**src/rtl/xdma_ctrl_pkg.sv**
```systemverilog
// xdma_ctrl_pkg: shared definitions for the XDMA host control register block.
// Contents: register byte offsets, AXI response codes, write/read channel
// state encodings, and a byte-strobe expansion helper.
package xdma_ctrl_pkg;

    localparam logic [31:0] REG_ID        = 32'h0000_0000;
    localparam logic [31:0] REG_SCRATCH   = 32'h0000_0004;
    localparam logic [31:0] REG_LED       = 32'h0000_0008;
    localparam logic [31:0] REG_CTRL      = 32'h0000_000C;
    localparam logic [31:0] REG_STATUS    = 32'h0000_0010;
    localparam logic [31:0] REG_CYCLES    = 32'h0000_0014;
    localparam logic [31:0] REG_DOORBELLS = 32'h0000_0018;

    localparam logic [1:0] RESP_OKAY   = 2'b00;
    localparam logic [1:0] RESP_DECERR = 2'b11;

    typedef enum logic [1:0] {
        W_IDLE,
        W_HAVE_AW,
        W_HAVE_W,
        W_RESP
    } wr_state_e;

    typedef enum logic {
        R_IDLE,
        R_DATA
    } rd_state_e;

    // Expand 4 byte strobes into a 32-bit bit mask.
    function automatic logic [31:0] strb_mask(input logic [3:0] s);
        return {{8{s[3]}}, {8{s[2]}}, {8{s[1]}}, {8{s[0]}}};
    endfunction

endpackage

```
**src/rtl/xdma_ctrl_regs.sv**
```systemverilog
// xdma_ctrl_regs: AXI4-Lite responder for the XDMA host control path.
// Registers: ID, SCRATCH, LED, CTRL (START pulse / SOFT_RST), STATUS
// (BUSY mirror / sticky DONE), CYCLES counter, DOORBELLS (START count).
// Ports:
//   sys_clk, sys_rst_n        clock, async active-low reset
//   s_axil_aw*/w*/b*          AXI-Lite write address, data, response
//   s_axil_ar*/r*             AXI-Lite read address, data
//   leds                      LED register bits
//   start_pulse, soft_rst     datapath control outputs
//   busy_in, done_in          datapath status inputs
module xdma_ctrl_regs
    import xdma_ctrl_pkg::*;
#(
    parameter int unsigned ADDR_W   = 12,
    parameter int unsigned LED_W    = 8,
    parameter logic [31:0] BLOCK_ID = 32'h7F4E_0001
) (
    input  logic              sys_clk,
    input  logic              sys_rst_n,
    input  logic [ADDR_W-1:0] s_axil_awaddr,
    input  logic              s_axil_awvalid,
    output logic              s_axil_awready,
    input  logic [31:0]       s_axil_wdata,
    input  logic [3:0]        s_axil_wstrb,
    input  logic              s_axil_wvalid,
    output logic              s_axil_wready,
    output logic [1:0]        s_axil_bresp,
    output logic              s_axil_bvalid,
    input  logic              s_axil_bready,
    input  logic [ADDR_W-1:0] s_axil_araddr,
    input  logic              s_axil_arvalid,
    output logic              s_axil_arready,
    output logic [31:0]       s_axil_rdata,
    output logic [1:0]        s_axil_rresp,
    output logic              s_axil_rvalid,
    input  logic              s_axil_rready,
    output logic [LED_W-1:0]  leds,
    output logic              start_pulse,
    output logic              soft_rst,
    input  logic              busy_in,
    input  logic              done_in
);

    wr_state_e         wr_q, wr_d;
    rd_state_e         rd_q, rd_d;
    logic              init_q;
    logic [ADDR_W-1:0] awaddr_q;
    logic [31:0]       wdata_q;
    logic [3:0]        wstrb_q;
    logic [31:0]       scratch_q;
    logic [LED_W-1:0]  leds_q;
    logic              soft_rst_q, start_q, done_q;
    logic [31:0]       cycles_q, doorbells_q;
    logic [1:0]        bresp_q, rresp_q;
    logic [31:0]       rdata_q;

    logic              aw_hs, w_hs, ar_hs, commit;
    logic [31:0]       wa32, ra32, wd, mask, led32, rd_val;
    logic [3:0]        ws;
    logic [1:0]        rd_resp;
    logic              wr_mapped, start_fire, done_clr;

    function automatic logic [31:0] word_addr(input logic [ADDR_W-1:0] a);
        return 32'(a) & ~32'd3;
    endfunction

    // Readies stay low until the first edge after reset release.
    assign s_axil_awready = init_q && (wr_q == W_IDLE || wr_q == W_HAVE_W);
    assign s_axil_wready  = init_q && (wr_q == W_IDLE || wr_q == W_HAVE_AW);
    assign s_axil_arready = init_q && (rd_q == R_IDLE);
    assign s_axil_bvalid  = (wr_q == W_RESP);
    assign s_axil_rvalid  = (rd_q == R_DATA);
    assign s_axil_bresp   = bresp_q;
    assign s_axil_rresp   = rresp_q;
    assign s_axil_rdata   = rdata_q;
    assign leds           = leds_q;
    assign start_pulse    = start_q;
    assign soft_rst       = soft_rst_q;

    assign aw_hs = s_axil_awvalid && s_axil_awready;
    assign w_hs  = s_axil_wvalid && s_axil_wready;
    assign ar_hs = s_axil_arvalid && s_axil_arready;

    always_comb begin
        wr_d   = wr_q;
        commit = 1'b0;
        case (wr_q)
            W_IDLE: begin
                if (aw_hs && w_hs) begin
                    commit = 1'b1;
                    wr_d   = W_RESP;
                end else if (aw_hs) begin
                    wr_d = W_HAVE_AW;
                end else if (w_hs) begin
                    wr_d = W_HAVE_W;
                end
            end
            W_HAVE_AW: if (w_hs) begin
                commit = 1'b1;
                wr_d   = W_RESP;
            end
            W_HAVE_W: if (aw_hs) begin
                commit = 1'b1;
                wr_d   = W_RESP;
            end
            W_RESP: if (s_axil_bready) wr_d = W_IDLE;
            default: wr_d = W_IDLE;
        endcase
    end

    always_comb begin
        rd_d = rd_q;
        case (rd_q)
            R_IDLE:  if (ar_hs) rd_d = R_DATA;
            R_DATA:  if (s_axil_rready) rd_d = R_IDLE;
            default: rd_d = R_IDLE;
        endcase
    end

    // Commit uses whichever half was buffered plus the half arriving now.
    always_comb begin
        wa32       = word_addr((wr_q == W_HAVE_AW) ? awaddr_q : s_axil_awaddr);
        wd         = (wr_q == W_HAVE_W) ? wdata_q : s_axil_wdata;
        ws         = (wr_q == W_HAVE_W) ? wstrb_q : s_axil_wstrb;
        mask       = strb_mask(ws);
        led32      = '0;
        led32[LED_W-1:0] = leds_q;
        wr_mapped  = wa32 inside {REG_ID, REG_SCRATCH, REG_LED, REG_CTRL,
                                  REG_STATUS, REG_CYCLES, REG_DOORBELLS};
        start_fire = commit && (wa32 == REG_CTRL) && ws[0] && wd[0];
        done_clr   = commit && (wa32 == REG_STATUS) && ws[0] && wd[1];
    end

    always_comb begin
        ra32    = word_addr(s_axil_araddr);
        rd_val  = '0;
        rd_resp = RESP_OKAY;
        case (ra32)
            REG_ID:        rd_val = BLOCK_ID;
            REG_SCRATCH:   rd_val = scratch_q;
            REG_LED:       rd_val = led32;
            REG_CTRL:      rd_val = {30'b0, soft_rst_q, 1'b0};
            REG_STATUS:    rd_val = {30'b0, done_q, busy_in};
            REG_CYCLES:    rd_val = cycles_q;
            REG_DOORBELLS: rd_val = doorbells_q;
            default:       rd_resp = RESP_DECERR;
        endcase
    end

    always_ff @(posedge sys_clk or negedge sys_rst_n) begin
        if (!sys_rst_n) begin
            wr_q        <= W_IDLE;
            rd_q        <= R_IDLE;
            init_q      <= 1'b0;
            awaddr_q    <= '0;
            wdata_q     <= '0;
            wstrb_q     <= '0;
            scratch_q   <= '0;
            leds_q      <= '0;
            soft_rst_q  <= 1'b0;
            start_q     <= 1'b0;
            done_q      <= 1'b0;
            cycles_q    <= '0;
            doorbells_q <= '0;
            bresp_q     <= RESP_OKAY;
            rresp_q     <= RESP_OKAY;
            rdata_q     <= '0;
        end else begin
            wr_q     <= wr_d;
            rd_q     <= rd_d;
            init_q   <= 1'b1;
            cycles_q <= cycles_q + 32'd1;
            start_q  <= start_fire;
            if (wr_q == W_IDLE && aw_hs && !w_hs) awaddr_q <= s_axil_awaddr;
            if (wr_q == W_IDLE && w_hs && !aw_hs) begin
                wdata_q <= s_axil_wdata;
                wstrb_q <= s_axil_wstrb;
            end
            if (commit) begin
                bresp_q <= wr_mapped ? RESP_OKAY : RESP_DECERR;
                if (wa32 == REG_SCRATCH) scratch_q <= (scratch_q & ~mask) | (wd & mask);
                if (wa32 == REG_LED) begin
                    leds_q <= LED_W'((led32 & ~mask) | (wd & mask));
                end
                if (wa32 == REG_CTRL && ws[0]) soft_rst_q <= wd[1];
            end
            if (start_fire) doorbells_q <= doorbells_q + 32'd1;
            // A done pulse coincident with a W1C keeps the flag set.
            if (done_in)       done_q <= 1'b1;
            else if (done_clr) done_q <= 1'b0;
            if (ar_hs) begin
                rdata_q <= rd_val;
                rresp_q <= rd_resp;
            end
        end
    end

endmodule

```
**config.mk**
```make
export PLATFORM = sky130hd
export DESIGN_NAME = xdma_ctrl_regs
export DESIGN_NICKNAME = d
export VERILOG_FILES = /design/src/rtl/xdma_ctrl_pkg.sv /design/src/rtl/xdma_ctrl_regs.sv
export SDC_FILE = /design/constraint.sdc
export NUM_CORES = 1
export LEC_CHECK = 0
export BUFFER_PORTS_ARGS = -buffer_cell sky130_fd_sc_hd__clkbuf_2
export CAP_MARGIN = 20
export CORE_MARGIN = 2
export CORE_UTILIZATION = 60
export CTS_BUF_LIST = sky130_fd_sc_hd__clkbuf_2 sky130_fd_sc_hd__clkbuf_4 sky130_fd_sc_hd__clkbuf_8
export DETAILED_ROUTE_END_ITERATION = 10
export GPL_TIMING_DRIVEN = 0
export HOLD_SLACK_MARGIN = 0.12
export PLACE_DENSITY = 0.8
export RECOVER_POWER = 50
export SYNTH_ARGS = -nofsm -noshare
export SYNTH_HDL_FRONTEND = slang
export SYNTH_SLANG_ARGS = --single-unit
```
**constraint.sdc**
```tcl
create_clock -name sys_clk -period 3.2 [get_ports sys_clk]
set_input_delay 0.32 -clock sys_clk [delete_from_list [all_inputs] [get_ports sys_clk]]
set_output_delay 0.32 -clock sys_clk [all_outputs]
set_load 0.01 [all_outputs]
```
* After elaboration in Yosys (flattened, before gate mapping)
Index checks and enable logic that the tools add are counted.
** Storage, ports and cells
- Register bits :: 195
- Output and inout bits :: 51
** Cells by class
- $add $sub $neg :: 2
- Eq/ne operators :: 19
- Muxes and demuxes :: 22
- Bitwise operators :: 7
- Reductions and logical operators :: 32
** Operator list (number)
- one-hot mux 32 bit (7 select lines) :: 1
- adder 32 x 1 -> 32 bit, second input constant :: 2
- bitwise AND 32 bit :: 2
- logical NOT 32 bit :: 2
- == test 10 x 3 -> 1 bit, second input constant :: 6
- == test 10 x 2 -> 1 bit, second input constant :: 4
- 2-to-1 mux 32 bit :: 1
- NOT 32 bit :: 1
- OR 32 bit :: 1
- == test 10 x 1 -> 1 bit, second input constant :: 2
- logical AND 1 bit :: 18
- 2-to-1 mux 2 bit :: 8
- 2-to-1 mux 12 bit :: 1
- bitwise AND 8 bit :: 1
- OR 8 bit :: 1
- one-hot mux 2 bit (4 select lines) :: 1
- 2-to-1 mux 1 bit :: 7
- nonzero test 7 bit :: 1
- OR reduction 7 bit :: 1
- AND reduction 2 bit :: 3
- == test 2 bit, second input constant :: 2
- 2-to-1 mux 4 bit :: 1
- != test 2 bit, second input constant :: 2
- != test 4 x 3 -> 1 bit, second input constant :: 1
- other kinds (10) :: 12

* Depth between registers and ports, before layout
- Depth in word-level cells :: 12
- Gate-level depth with buffers :: 9

* Worst setup path after synthesis
OpenSTA, ideal clock, no wires.
- Path type :: register to register
- Start point :: register wr_q[1]
- End point :: register doorbells_q[1]
- Arrival time :: 2.121 ns
- Required time :: 3.075 ns
- Setup slack :: 0.955 ns
- Cell stages (with the launch flop) :: 9
- Period minus slack after synthesis :: 2.245 ns
- Cell sequence :: dfrtp_1 -> inv_1 -> ha_1 -> a22oi_1 -> a211oi_1 -> buf_2 -> nand2_1 -> nor2_1 -> mux2_2
** On the way
- Word-level cells in the longest chain between the ends :: 10
- Elaborated cells on any way between the ends :: 21
** Ends and longest elaborated chain
- start: declaration :: line xdma_ctrl_regs.sv:44 : wr_state_e wr_q, wr_d;
- start signal: assignment :: line xdma_ctrl_regs.sv:169 : wr_q <= wr_d;
- == test 2 bit, or another cell as far along
- logical OR 1 bit (on tied branches) :: line xdma_ctrl_regs.sv:68, xdma_ctrl_regs.sv:69
- logical AND 1 bit (on tied branches) :: line xdma_ctrl_regs.sv:68, xdma_ctrl_regs.sv:69
- logical AND 1 bit (on tied branches) :: line xdma_ctrl_regs.sv:80, xdma_ctrl_regs.sv:81
- logical AND 1 bit :: line xdma_ctrl_regs.sv:89 : if (aw_hs && w_hs) begin
- 2-to-1 mux 1 bit :: line xdma_ctrl_regs.sv:89
- one-hot mux 1 bit (3 select lines) :: line xdma_ctrl_regs.sv:87 : case (wr_q)
- logical AND 1 bit (2 in a row) :: line xdma_ctrl_regs.sv:130 : start_fire = commit && (wa32 == REG_CTRL) && ws[0] && wd[0];
- logical AND 1 bit (*) :: line xdma_ctrl_regs.sv:130
- named net start_fire :: line xdma_ctrl_regs.sv:61 : logic wr_mapped, start_fire, done_clr;
- end signal: assignment :: line xdma_ctrl_regs.sv:187 : if (start_fire) doorbells_q <= doorbells_q + 32'd1;
- end: declaration :: line xdma_ctrl_regs.sv:53 : logic [31:0] cycles_q, doorbells_q;
The timed path passes the listed nets; every way through them passes the cells marked *.
A chain may end at the register's enable or synchronous reset.

* Final worst setup path
Ends and elaborated chain as after synthesis.

==> impl_metrics.yaml <==
critical_path:
  r2r_setup_slack_ns: 0.43
  cp_slowest_cell: "a211oi_2"
  cpLargestDelayFamily: "compound AO/OA/AOI/OAI gates"
  path_cells: "inv_1 > ha_1 > a22oi_1 > a211oi_2 > buf_2 > nand2_1 > nor2_1 > mux2_2"
  worstReg2RegStart: "wr_q[1]$_DFFE_PN0P_"
  critPathKind: "reg2reg"
  endpoint_kind: "register"
  path_buf_inv: 2
  cpPeakStageDelay_ns: 0.47
  cp.arrival_ns: 3.12
  crit-reg2reg-capture: "doorbells_q[1]$_DFFE_PN0P_"
  cp_max_fo: 10
  worstPathRequired_ns: 3.56
  worstSetupStartpointType: "register"
  reg2reg_depth: 8
run_status:
  status: "finished, violations left"
  violations: "max-capacitance violations, max-slew violations"
floorplan:
  die_h_um: 128
  fp.coreArea_um2: 15100
  io_pins: 120
  start_util: 0.608
  rows: 45
  die_area_um2: 16300
  die_w_um: 128
sta:
  fin_skew_ns: 0.0144
  maxSlewViolCount: 74
  worst_slew_pin_slew_ns: 1.84
  setup_viol: 0
  slew_headroom: -0.226
  finalHoldViolCount: 0
  min_period_ns: 2.77
  tns_ns: 0
  max_freq_mhz: 361
  post-route-period-util: 0.865
  rsz0062_at_grt: "false"
pwr:
  power_leakage_nw: 4.90
  powerDensity_nw_per_um2: 553
  ir_drop_v: 0.000486
  total_power_mw: 5.97
logic_synthesis:
  synthTopCellsByArea: "dfrtp_1 (52%), mux2_2 (12%), mux2i_1 (3.4%), o21ai_0 (3.2%), xor2_1 (3.1%)"
  synth-main-ff-cell: "dfrtp_1"
  synth_nets: 887
  async_flop_share: 1.00
  synth_common_cells: "dfrtp_1 (191), mux2_2 (94), nand2_1 (66)"
  synth-seq-area-share: 0.521
  netlist_instances: 811
  ys_warn_count: 0
  ys_ff_latch: 191
  syn-cell-area_um2: 9180
  synth.avg_cell_area_um2: 11.3
  synth.most_common_cell: "dfrtp_1"
  yosysTopAreaCell: "dfrtp_1"
  synth_edf_count: 0
  synth_top_area_share: 0.521
  synthDistinctLibCells: 57
clock_tree:
  cts_buffers: 17
  cts_tree: "done"
  htree_levels: 4
  cts.sinks: 191
  cts_buffer_depth: 2
  cts-root-buf: "clkbuf_8"
  cts_setup_buffers: 0
  insertion_delay_ns: 0.48
  path_clk_slew_ns: 0.10
cells_and_area:
  multi_input_area_um2: 4130
  final_util: 0.716
  insertedDiodeCount: 0
  drive_above_1_share: 0.227
  nets: 1065
  seqCellArea_um2: 4780
  area_growth_pct: 17.7
  fin_cells: 1189
  fill_cells: 1102
route:
  drcViolationCount: 0
  ant_nets: 0
  routed_wire_length_per_instance_um: 19.0
  viasPerCell: 5.96
  drt_iter0_markers: 599
  dr.pass1.iters: 5
  wl_um: 22600
  vias: 7082
global_routing:
  grt_use_total: 0.287
  grt_max_degree: 119
  grt.overflow.total: 0
  grt_pass1_wl_um: 36200
  grt_pass1_vias: 6988
  antenna_found_initial: 0
placed_design:
  io_buffers: 114
  numPlacedInstances: 1115
  gp_congestion: 0.925
  dp_hpwl_um: 15900
min_path:
  worstHoldPathCells: 2
  whs_endpoint: "awaddr_q[2]$_DFFE_PN0P_"
  hold_path_class: "in2reg"
  min-delay-start: "s_axil_awaddr[2]"
job:
  maxCapViolCount: 1
==> metrics by stage <==
stage,worst slack [ns],area (um^2),hold slack (ns)
6_report,0.433,10800,0.146
5_1_grt,0.243,10800,0.145
4_1_cts,0.227,10900,0.128
3_5_place_dp,0.260,10000,0.369
3_3_place_gp,-1.69,9980,0.451
2_1_floorplan,0.955,9180,0.0244
==> layer usage <==
| layer | wire length (um) | vias up | part of all wire | track usage |
|---|---|---|---|---|
| li1 | - | 3271 | - | - |
| met5 | 0 | - | 0 | 0 |
| met3 | 1280 | 44 | 0.056 | 0.0505 |
| met4 | 512 | 0 | 0.023 | 0.103 |
| met2 | 10800 | 250 | 0.48 | 0.460 |
| met1 | 9960 | 3517 | 0.44 | 0.398 |
==> kinds of logic after synthesis <==
| group | after synthesis | synth area share |
|---|---|---|
| compound gates | 149 | 0.106 |
| xor+xnor | 61 | 0.0582 |
| fa+ha+maj | 7 | 0.00954 |
| buf+inv | 66 | 0.0294 |
| flops | 191 | 0.521 |
| mux | 125 | 0.149 |
| other cells | 1 | 0.000409 |
| simple gates | 211 | 0.126 |
==> power by group <==
part | leakage, nW | internal [mW] | switching [mW]
combinational | 2.16 | 0.670 | 0.703
clock | 0.196 | 0.792 | 0.870
sequential | 2.54 | 2.73 | 0.205
==> cell usage in the layout (no fill, tap or decap), drive strengths merged, types with 27 or more instances in the layout <==
cell type / instances
a22oi: 32
clkbuf: 161
dfrtp: 191
dlygate4sd3: 43
inv: 27
mux2: 94
mux2i: 31
nand2: 66
nand3: 29
nor2: 27
o21ai: 59
xnor2: 29
xor2: 32
==> worst register-to-register path, cell delays in order, from the launching register on <==
cell and delay (ns):
dfrtp_1 0.43, inv_1 0.12, ha_1 0.38, a22oi_1 0.17, a211oi_2 0.47, buf_2 0.34
nand2_1 0.12, nor2_1 0.24, mux2_2 0.37
==> final cells by class <==
type | instances | area share
sequential | 191 | 0.442
timing repair buffer | 159 | 0.0902
multi-input combinational | 554 | 0.383
buffer | 42 | 0.0167
clock buffer | 19 | 0.0231
tap | 188 | 0.0218
inverter | 24 | 0.00834
clock inverter | 12 | 0.0148
==> worst max-delay path by stage <==
stage	from	end	slack [ns]	cells past startpoint
4_1_cts	wr_q[1]$_DFFE_PN0P_	doorbells_q[17]$_DFFE_PN0P_	0.23	8
3_5_place_dp	wr_q[1]$_DFFE_PN0P_	doorbells_q[1]$_DFFE_PN0P_	0.26	8
3_3_place_gp	sys_rst_n	doorbells_q[29]$_DFFE_PN0P_	-1.69	1
5_1_grt	wr_q[1]$_DFFE_PN0P_	doorbells_q[31]$_DFFE_PN0P_	0.24	8
6_report	wr_q[1]$_DFFE_PN0P_	doorbells_q[1]$_DFFE_PN0P_	0.43	8
2_1_floorplan	wr_q[1]$_DFFE_PN0P_	doorbells_q[1]$_DFFE_PN0P_	0.95	8
==> what timing repair did <==
item / 4_1_cts / 5_1_grt
hold endpoints to repair: 115 / 0
resized for setup: 0 / 1
hold buffers: 43 / 0
endpoints found under the setup margin: 0 / 2
Note: power is estimated with default switching activity, not from simulation.
